**config.mk**
```make
export PLATFORM = sky130hd
export DESIGN_NAME = wb_arbiter
export DESIGN_NICKNAME = d
export VERILOG_FILES = /design/src/rtl/wb_arbiter.sv
export SDC_FILE = /design/constraint.sdc
export NUM_CORES = 1
export LEC_CHECK = 0
export CAP_MARGIN = 20
export CORE_ASPECT_RATIO = 1.5
export CORE_UTILIZATION = 45
export CTS_CLUSTER_SIZE = 40
export DETAILED_ROUTE_END_ITERATION = 10
export PLACE_DENSITY = 0.7
export REMOVE_ABC_BUFFERS = 1
export SLEW_MARGIN = 20
export SYNTH_ARGS = -nofsm -noshare
export SYNTH_HDL_FRONTEND = slang
export SYNTH_SLANG_ARGS = --single-unit
export TNS_END_PERCENT = 30
```
**constraint.sdc**
```tcl
create_clock -name clk -period 9.9 [get_ports clk]
set_input_delay 0.99 -clock clk [delete_from_list [all_inputs] [get_ports clk]]
set_output_delay 0.99 -clock clk [all_outputs]
set_load 0.01 [all_outputs]
```
**src/rtl/wb_arbiter.sv**
```systemverilog
// ============================================================================
// Module   : wb_arbiter
// Purpose  : Two-source writeback arbiter: per-source FIFOs feeding a single
//            registered register-file write port. Define WB_RR_EN for
//            round-robin tie-breaking (default: load path has fixed priority).
// Revision : 1.0 - initial release
// ============================================================================
`timescale 1ns/1ps
`default_nettype none

module wb_arbiter #(
  parameter int DEPTH = 2,
  parameter int AW    = 5,
  parameter int DW    = 32
) (
  input  logic          clk,
  input  logic          rst,
  input  logic          s0_valid,
  output logic          s0_ready,
  input  logic [AW-1:0] s0_addr,
  input  logic [DW-1:0] s0_data,
  input  logic          s1_valid,
  output logic          s1_ready,
  input  logic [AW-1:0] s1_addr,
  input  logic [DW-1:0] s1_data,
  output logic          we,
  output logic [AW-1:0] waddr,
  output logic [DW-1:0] wdata,
  output logic          busy
);

  localparam int c_pw = $clog2(DEPTH);

  logic [1:0]    w_valid;
  logic [1:0]    w_ready;
  logic [1:0]    w_nempty;
  logic [1:0]    w_pop;
  logic [AW-1:0] w_in_addr   [2];
  logic [DW-1:0] w_in_data   [2];
  logic [AW-1:0] w_head_addr [2];
  logic [DW-1:0] w_head_data [2];

  assign w_valid      = {s1_valid, s0_valid};
  assign w_in_addr[0] = s0_addr;
  assign w_in_addr[1] = s1_addr;
  assign w_in_data[0] = s0_data;
  assign w_in_data[1] = s1_data;
  assign s0_ready     = w_ready[0];
  assign s1_ready     = w_ready[1];

  for (genvar g = 0; g < 2; g++) begin : g_fifo
    localparam logic [c_pw:0] c_ptr_one = (c_pw + 1)'(1);

    logic [c_pw:0]  wp_q, wp_d, rp_q, rp_d;
    logic [AW-1:0]  mem_addr_q [DEPTH];
    logic [DW-1:0]  mem_data_q [DEPTH];
    logic           w_full;
    logic           w_push;

    // Full is judged on registered pointers only, so a same-edge pop cannot free a slot.
    assign w_full  = (wp_q[c_pw] != rp_q[c_pw]) && (wp_q[c_pw-1:0] == rp_q[c_pw-1:0]);
    assign w_push  = w_valid[g] && !w_full;
    assign wp_d    = w_push   ? wp_q + c_ptr_one : wp_q;
    assign rp_d    = w_pop[g] ? rp_q + c_ptr_one : rp_q;

    assign w_ready[g]     = !w_full;
    assign w_nempty[g]    = (wp_q != rp_q);
    assign w_head_addr[g] = mem_addr_q[rp_q[c_pw-1:0]];
    assign w_head_data[g] = mem_data_q[rp_q[c_pw-1:0]];

    always_ff @(posedge clk or negedge rst) begin
      if (!rst) begin
        wp_q <= '0;
        rp_q <= '0;
      end else begin
        wp_q <= wp_d;
        rp_q <= rp_d;
      end
    end

    always_ff @(posedge clk) begin
      if (w_push) begin
        mem_addr_q[wp_q[c_pw-1:0]] <= w_in_addr[g];
        mem_data_q[wp_q[c_pw-1:0]] <= w_in_data[g];
      end
    end
  end

  logic w_gnt;
  logic w_sel;
  logic w_tie_sel;

`ifdef WB_RR_EN
  logic last_grant_q;

  assign w_tie_sel = ~last_grant_q;

  always_ff @(posedge clk or negedge rst) begin
    if (!rst)       last_grant_q <= 1'b1;
    else if (w_gnt) last_grant_q <= w_sel;
  end
`else
  assign w_tie_sel = 1'b1;
`endif

  always_comb begin
    w_gnt = |w_nempty;
    w_sel = w_nempty[1];
    if (w_nempty == 2'b11) w_sel = w_tie_sel;
    w_pop = 2'b00;
    if (w_gnt) w_pop = w_sel ? 2'b10 : 2'b01;
  end

  logic          we_q,    we_d;
  logic [AW-1:0] waddr_q, waddr_d;
  logic [DW-1:0] wdata_q, wdata_d;

  // x0 entries are popped and recorded but never raise we.
  always_comb begin
    we_d    = 1'b0;
    waddr_d = waddr_q;
    wdata_d = wdata_q;
    if (w_gnt) begin
      we_d    = (w_head_addr[w_sel] != '0);
      waddr_d = w_head_addr[w_sel];
      wdata_d = w_head_data[w_sel];
    end
  end

  always_ff @(posedge clk or negedge rst) begin
    if (!rst) begin
      we_q    <= 1'b0;
      waddr_q <= '0;
      wdata_q <= '0;
    end else begin
      we_q    <= we_d;
      waddr_q <= waddr_d;
      wdata_q <= wdata_d;
    end
  end

  assign we    = we_q;
  assign waddr = waddr_q;
  assign wdata = wdata_q;
  assign busy  = (|w_nempty) || we_q;

endmodule

`default_nettype wire

```
==> results.yml, run 1 <==
setup_path:
  slowest_stage: "dfrtp_2"
  path_buf_inv: 1
  slowest_delay_ps: 1020
  path_delay_family: "flip-flops"
  crit_chain: "xor2_4 > or2_4 > or4_1 > clkdlybuf4s50_1"
  crit_path_max_fanout: 42
  setup.worst_path.end_class: "primary output"
  path_class: "flip-flop to primary output"
  cp.required_ps: 8910
  startpoint_type: "flip-flop"
  worstPathArrival_ps: 3070
floorplan:
  io_pins: 119
  fp.dieH_um: 164
  start_util_pct: 46.5
  core-area_um2: 17000
  rows: 58
  dieArea_um2: 18100
  die-width_um: 110
logic_synthesis:
  synth-seq-cells: 194
  async_flop_share_pct: 23.7
  netlist_instances: 503
  synth.avg_cell_area_um2: 15.7
  synth_most_common_cell: "edfxtp_1"
  synth_area_um2: 7890
  synth_warnings: 0
  synth-edff-count: 148
  ys_seq_area_share_pct: 70.9
  synth.top_cell.area_share_pct: 56.3
  synth_cell_types: 35
  ys_top_cells_by_count: "148 x edfxtp_1, 46 x dfrtp_1"
  synth_top_area_cell: "edfxtp_1"
  synthTopCellsByArea: "edfxtp_1 56%, dfrtp_1 15%, mux2_2 5.3%"
  synth_ff_type: "edfxtp_1"
global_route:
  grtUsageTotal_pct: 20.0
  grt_pass1_vias: 4876
  grt_max_degree: 79
  antenna_found_initial: 0
  gr-total-overflow: 0
  grt_first_pass_wirelength_mm: 26.0
layout:
  final_cell_count_no_fill: 828
  insertedDiodeCount: 0
  final_cell_area_um2: 9880
  areaGrowthSynthToFinish_pct: 25.2
  drive_gt1_share_pct: 16.3
  nNetsFinal: 683
drt:
  drt-met1-wl_mm: 6.45
  num_vias: 4631
  firstDrtPassIters: 4
  via_per_inst: 5.59
  met3WireLength_um: 669
  top_layer_used: "met4"
  route.met2.wl_mm: 9.45
  routed_wl_mm: 16.9
  drt.antenna.violating_nets: 0
  drc_errors: 0
  wire_per_inst_um: 20.4
  drt_iter0_drc: 203
run_status:
  status: "finished clean"
sta:
  setup_viol: 0
  fin_tns_setup_ps: 0
  tightest_slew_ps: 992
  maxSlewViolCount: 0
  skew_ps: 14.4
  hold_violations: 0
  period_needed_ps: 4060
  fmax_mhz: 247
  slew_headroom_pct: 33.5
  rsz0062_at_grt: "false"
  period_share_pct: 41.0
clocking:
  postCtsHoldBufs: 0
  cts.sinks: 194
  clk_path_buf_depth: 2
  insertion_delay_ps: 430
  cts_tree: "built"
  tritoncts.num_buffers: 17
  clk_pin_slew_ps: 70
  cts_resized: 0
  htreeDepth: 4
  clockRootBuffer: "clkbuf_16"
  cts_setup_buffers: 0
place:
  place.gp.congestion: 0.713
  post_dp_cell_area_um2: 9260
  placed_cells: 794
  dp_hpwl_mm: 10.6
  io_buffers: 118
min_path:
  hp-class: "flip-flop to flip-flop"
pwr:
  ir_worst_vdd_v: 0.000208
  p_per_area_nw_per_um2: 371
  p_leak_nw: 3.29
job:
  drv_cap: 0
[sequential cells by signal (all words and copies together), names as in the netlist]
signal             flops
waddr                  5
we                     1
g_fifo.mem_data_q    128
g_fifo.mem_addr_q     20
g_fifo.rp_q            4
g_fifo.wp_q            4
wdata                 32
[layer usage]
layer | vias up | GRT usage, %
met3 | 18 | 3.37
met2 | 112 | 36.4
met4 | 0 | 7.54
met1 | 2338 | 23.2
met5 | - | 0
li1 | 2163 | -
[cell usage in the layout, fill, tap and decap left out, types with 2 or more instances in the layout]
cell,n
a221oi_1,37
buf_12,2
buf_4,8
bufinv_16,2
clkbuf_1,2
clkbuf_16,17
clkdlybuf4s50_1,117
clkinv_2,2
clkinv_4,2
clkinvlp_4,3
dfrtp_1,44
dfrtp_2,2
edfxtp_1,148
inv_2,2
inv_6,2
mux2_2,37
nand2_1,2
nor2_1,4
nor2_4,2
nor2b_1,37
nor3_1,37
nor4_1,3
o211ai_1,2
o21ai_0,37
o21ai_1,2
o31ai_1,27
o31ai_4,10
xnor2_1,6
xnor2_2,2
xor2_1,2
xor2_4,4
[metrics by stage]
stage	hold WS, ps	total power [W]	worst slack [ps]	utilization, %
floorplan	498	0.00236	4680	-
global placement	581	0.00295	5940	54.5
detailed placement	598	0.00302	5900	54.5
CTS	613	0.00369	5450	57.9
global route	636	0.00388	5640	58.2
finish	603	0.00366	5840	58.2
[final timing paths]
kind / from / end / slack [ps] / depth (start not counted)
max: g_fifo[1].rp_q[0] / busy / 5840 / 4
max in group asynchronous: rst / g_fifo[0].rp_q[0] / 8800 / 1
max reg2reg: g_fifo[0].rp_q[1] / g_fifo[0].mem_data_q[1][30] / 6930 / 4
min reg2reg: g_fifo[0].mem_data_q[1][4] / wdata[4] / 600 / 2
min in group asynchronous: rst / waddr[4] / 610 / 1
min: g_fifo[0].mem_data_q[1][4] / wdata[4] / 600 / 2
[cell families (layout without fill, tap and decap cells)]
kind of cell / after synthesis / after routing / share of synthesized area, %
AO/OA/AOI/OAI: 121 / 121 / 12.8
XOR/XNOR: 14 / 14 / 1.89
flip-flops: 194 / 194 / 70.9
multiplexers: 37 / 37 / 5.28
buffers and inverters: 47 / 162 / 2.78
AND/OR/NAND/NOR: 90 / 90 / 6.36
[area by class of cell]
| type | count | area (um2) |
|---|---|---|
| clock buffer | 20 | 447 |
| clock inverter | 12 | 131 |
| inverter | 3 | 11.3 |
| multi-input combinational | 262 | 2160 |
| fill | 1335 | 7100 |
| sequential | 194 | 5600 |
| tap | 210 | 263 |
| timing repair buffer | 127 | 1270 |
[tightest hold or removal path: stages, from the launching register on]
cell	delay, ps
edfxtp_1	320
a221oi_1	70
o31ai_1	170
[where the power goes]
part | switching (W) | leakage, nW | internal (W)
logic | 0.000958 | 1.10 | 0.000659
clock network | 0.000289 | 0.274 | 0.000380
registers | 0.000173 | 1.92 | 0.00121
total | 0.00142 | 3.29 | 0.00224
Note: power is estimated with default switching activity, not from simulation.
==> run 2, diff against run 1 <==
clock period = 3.8 ns   (was 9.9 ns; I/O delays follow)
==> results.yml, run 2 (synthesized netlist as in run 1, its figures left out) <==
drt:
  drt-met1-wl_mm: 6.54
  drt_iter0_drc: 329
  via_per_inst: 5.78
  met3WireLength_um: 894
  top_layer_used: "met4"
  num_vias: 4803
  routed_wl_mm: 17.6
  route.met2.wl_mm: 9.53
  drc_errors: 0
  firstDrtPassIters: 5
  wire_per_inst_um: 21.2
  drt.antenna.violating_nets: 0
global_route:
  gr-total-overflow: 0
  antenna_found_initial: 0
  grtUsageTotal_pct: 20.6
  grt_max_degree: 79
  grt_first_pass_wirelength_mm: 27.0
  grt_pass1_vias: 5004
min_path:
  hp-class: "input port to asynchronous set/reset pin"
floorplan:
  fp.dieH_um: 164
  die-width_um: 110
  io_pins: 119
  core-area_um2: 17000
  rows: 58
  start_util_pct: 46.5
  dieArea_um2: 18100
clocking:
  htreeDepth: 4
  cts_resized: 0
  insertion_delay_ps: 420
  cts_setup_buffers: 0
  clk_pin_slew_ps: 70
  tritoncts.num_buffers: 17
  clk_path_buf_depth: 2
  clockRootBuffer: "clkbuf_16"
  postCtsHoldBufs: 0
  cts.sinks: 194
  cts_tree: "built"
sta:
  period_needed_ps: 3140
  period_share_pct: 82.7
  rsz0062_at_grt: "false"
  fmax_mhz: 318
  fin_tns_setup_ps: 0
  hold_violations: 13
  hold-worst-slack_ps: -10.4
  fin_ws_ps: 656
  slew_headroom_pct: 37.4
  setup_viol: 0
  skew_ps: 11.9
  tightest_slew_ps: 937
  maxSlewViolCount: 0
layout:
  nNetsFinal: 686
  largest_reg_flops: 128
  most-common-layout-cells: "148 x edfxtp_1, 117 x clkdlybuf4s50_1, 44 x dfrtp_1"
  insertedDiodeCount: 0
  areaGrowthSynthToFinish_pct: 25.4
  final_common_cell: "edfxtp_1"
  drive_gt1_share_pct: 16.9
run_status:
  status: "complete, but fails checks"
  violations: "hold timing"
job:
  drv_cap: 0
place:
  io_buffers: 118
  dp_hpwl_mm: 11.2
  place_ws_ps: 1080
  place.gp.congestion: 0.778
pwr:
  ir_worst_vdd_v: 0.00133
  p_per_area_nw_per_um2: 977
  finalPower_w: 0.00967
  p_leak_nw: 3.32
setup_path:
  slowest_stage: "dfrtp_1"
  cp.required_ps: 3420
  crit_path_max_fanout: 39
  setup.worst_path.end_class: "primary output"
  path_class: "flip-flop to primary output"
  slowest_delay_ps: 510
  crit_chain: "xor2_4 > or2_2 > buf_4 > or4_1 > clkdlybuf4s50_1"
  r2r_cells: 5
  worstPathArrival_ps: 2760
  startpoint_type: "flip-flop"
==> run 2: cell count changes in the layout (fill, tap and decap cells not counted), sizes merged <==
cell	delta
inv	+1
clkinvlp	-2
buf	+3
clkbuf	-1
clkinv	+1
bufinv	+1
==> run 2: critical path: cells and delay by family (launching register included) <==
kind | cells | cell delay (ps)
DFF | 1 | 510
xor gates and xnor gates | 1 | 230
buffers and inverters | 2 | 820
and+or+nand+nor | 2 | 780
==> run 2: per-stage QoR <==
step	instances	cell area [um2]	utilization [%]
floorplan	459	7680	-
global placement	799	9290	54.7
detailed placement	799	9290	54.7
CTS	831	9890	58.2
global route	831	9890	58.3
finish	831	9890	58.3
==> run 2: final cells by class <==
class / count / area [um2]
Clock inverter: 13 / 156
Tap cell: 210 / 263
Sequential cell: 194 / 5600
Fill cell: 1350 / 7090
Timing Repair Buffer: 130 / 1270
Clock buffer: 19 / 443
Multi-Input combinational cell: 262 / 2150
Inverter: 3 / 11.3
==> run 2: power breakdown <==
| part | leakage, nW | internal, W | total (W) | switching (W) |
|---|---|---|---|---|
| sequential | 1.92 | 0.00314 | 0.00351 | 0.000367 |
| combinational | 1.11 | 0.00171 | 0.00435 | 0.00264 |
| clock | 0.295 | 0.00105 | 0.00181 | 0.000751 |
| total | 3.32 | 0.00591 | 0.00967 | 0.00376 |
==> run 2: final timing paths <==
path,slack [ps],end,startpoint
setup / recovery,660,busy,g_fifo[1].wp_q[0]
hold / removal,-10,wdata[22],rst
setup reg to reg,1150,g_fifo[1].mem_data_q[0][6],g_fifo[1].wp_q[0]
hold reg to reg,610,wdata[7],g_fifo[0].mem_data_q[1][7]
max in group asynchronous,3340,g_fifo[0].rp_q[0],rst
min in group clk,540,g_fifo[1].mem_data_q[0][16],s1_data[16]
==> run 2: routing by layer <==
metal  up-vias  GRT usage [%]
met2       176           36.1
met3        40           3.77
met5         -              0
met4         0           9.75
met1      2407           24.2
li1       2180              -
==> run 3, diff against run 2 <==
clock period = 3 ns   (was 3.8 ns; I/O delays follow)
==> results.yml, run 3 (synthesized netlist as in run 1, its figures left out) <==
sta:
  rsz0062_at_grt: "false"
  period_needed_ps: 2740
  hold-worst-slack_ps: 446
  maxSlewViolCount: 0
  slew_headroom_pct: 46.0
  setup_viol: 0
  tightest_slew_ps: 810
  period_share_pct: 91.4
  hold_violations: 0
  skew_ps: 11.0
  fin_tns_setup_ps: 0
  fmax_mhz: 365
drt:
  drt_iter0_drc: 226
  drc_errors: 0
  routed_wl_mm: 17.5
  num_vias: 4692
  via_per_inst: 5.61
  wire_per_inst_um: 20.9
  firstDrtPassIters: 4
  drt.antenna.violating_nets: 0
job:
  drv_cap: 0
min_path:
  hold_depth: 1
  hold_start: "s1_data[14]"
  holdPathEnd: "g_fifo[1].mem_data_q[0][14]"
  hp-class: "input port to flip-flop"
run_status:
  status: "finished clean"
layout:
  final_cell_area_um2: 10000
  fillers: 1343
  multi_input_area_um2: 2150
  nNetsFinal: 692
  seqCellArea_um2: 5600
  most-common-layout-cells: "148 x edfxtp_1, 117 x clkdlybuf4s50_1, 44 x dfrtp_1"
  areaGrowthSynthToFinish_pct: 27.0
  final_common_cell: "edfxtp_1"
  largest_reg_flops: 128
  fin_util_pct: 59.0
  insertedDiodeCount: 0
  drive_gt1_share_pct: 17.5
pwr:
  p_per_area_nw_per_um2: 1250
  p_leak_nw: 3.37
  ir_worst_vdd_v: 0.000801
floorplan:
  core-area_um2: 17000
  rows: 58
  start_util_pct: 46.5
  dieArea_um2: 18100
  io_pins: 119
  die-width_um: 110
  fp.dieH_um: 164
clocking:
  clockRootBuffer: "clkbuf_16"
  clk_path_buf_depth: 2
  cts_setup_buffers: 0
  tritoncts.num_buffers: 17
  insertion_delay_ps: 430
  postCtsHoldBufs: 0
  htreeDepth: 4
  cts_resized: 0
  cts.sinks: 194
  cts_tree: "built"
  clk_pin_slew_ps: 70
global_route:
  grt_first_pass_wirelength_mm: 26.7
  grt_max_degree: 47
  antenna_found_initial: 0
  grtUsageTotal_pct: 20.6
  grt_pass1_vias: 5012
  gr-total-overflow: 0
setup_path:
  rr_endpoint: "g_fifo[1].mem_data_q[1][4]"
  crit_path_max_fanout: 6
  cp.required_ps: 2700
  startpoint_type: "flip-flop"
  r2r-start: "g_fifo[1].wp_q[0]"
  r2r_cells: 5
  worstPathArrival_ps: 2440
  path_class: "flip-flop to primary output"
  setup.worst_path.end_class: "primary output"
  ff2ff_setup_slack_ps: 630
place:
  io_buffers: 118
  post_dp_cell_area_um2: 9350
  place.gp.congestion: 0.746
  dp_hpwl_mm: 11.6
==> run 3: changes by cell type in the layout (fill, tap and decap cells not counted), sizes merged <==
cell         delta
clkinv          -4
bufinv          +2
dlygate4sd3     +1
buf             +5
inv             +2
==> run 3: where the power goes <==
group	total, W	switching, W	internal, W
logic	0.00557	0.00331	0.00226
registers	0.00444	0.000463	0.00398
clock network	0.00249	0.000995	0.00150
==> run 3: cell type report <==
class                      count  share of cell area (%)
sequential                   194                    55.9
multi-input combinational    262                    21.5
timing repair buffer         136                    13.4
clock buffer                  19                    4.32
tap                          210                    2.62
clock inverter                13                    2.21
inverter                       3                   0.112
==> run 3: worst max-delay path by stage <==
stage,from,endpoint,cells after the start
finish,g_fifo[1].wp_q[0],busy,4
detailed placement,g_fifo[1].wp_q[0],g_fifo[1].mem_data_q[1][4],5
global route,g_fifo[1].wp_q[0],busy,4
floorplan,g_fifo[0].rp_q[0],g_fifo[0].mem_addr_q[0][0],3
global placement,g_fifo[1].wp_q[0],g_fifo[1].mem_data_q[1][26],5
CTS,g_fifo[1].wp_q[0],busy,4
==> run 3: per-stage QoR <==
stage | setup slack (ps) | power [W] | cells
detailed placement | 631 | 0.0101 | 804
finish | 259 | 0.0125 | 837
floorplan | -2220 | 0.00778 | 459
CTS | 247 | 0.0126 | 836
global placement | 725 | 0.00991 | 804
global route | 175 | 0.0132 | 837
==> run 3: layer usage <==
layer  routed length [um]  vias up  track usage (%)
li1                     -     2191                -
met1                 6390     2347             22.9
met2                10100      129             38.8
met3                  664       25             3.61
met4                  356        0             7.18
met5                    0        -                0
==> run 3: worst max-delay path, cell delays in order, from the launching register on <==
cell and delay [ps]:
dfrtp_1 520, xor2_4 240, or2_2 320, or4_1 440, clkdlybuf4s50_1 500
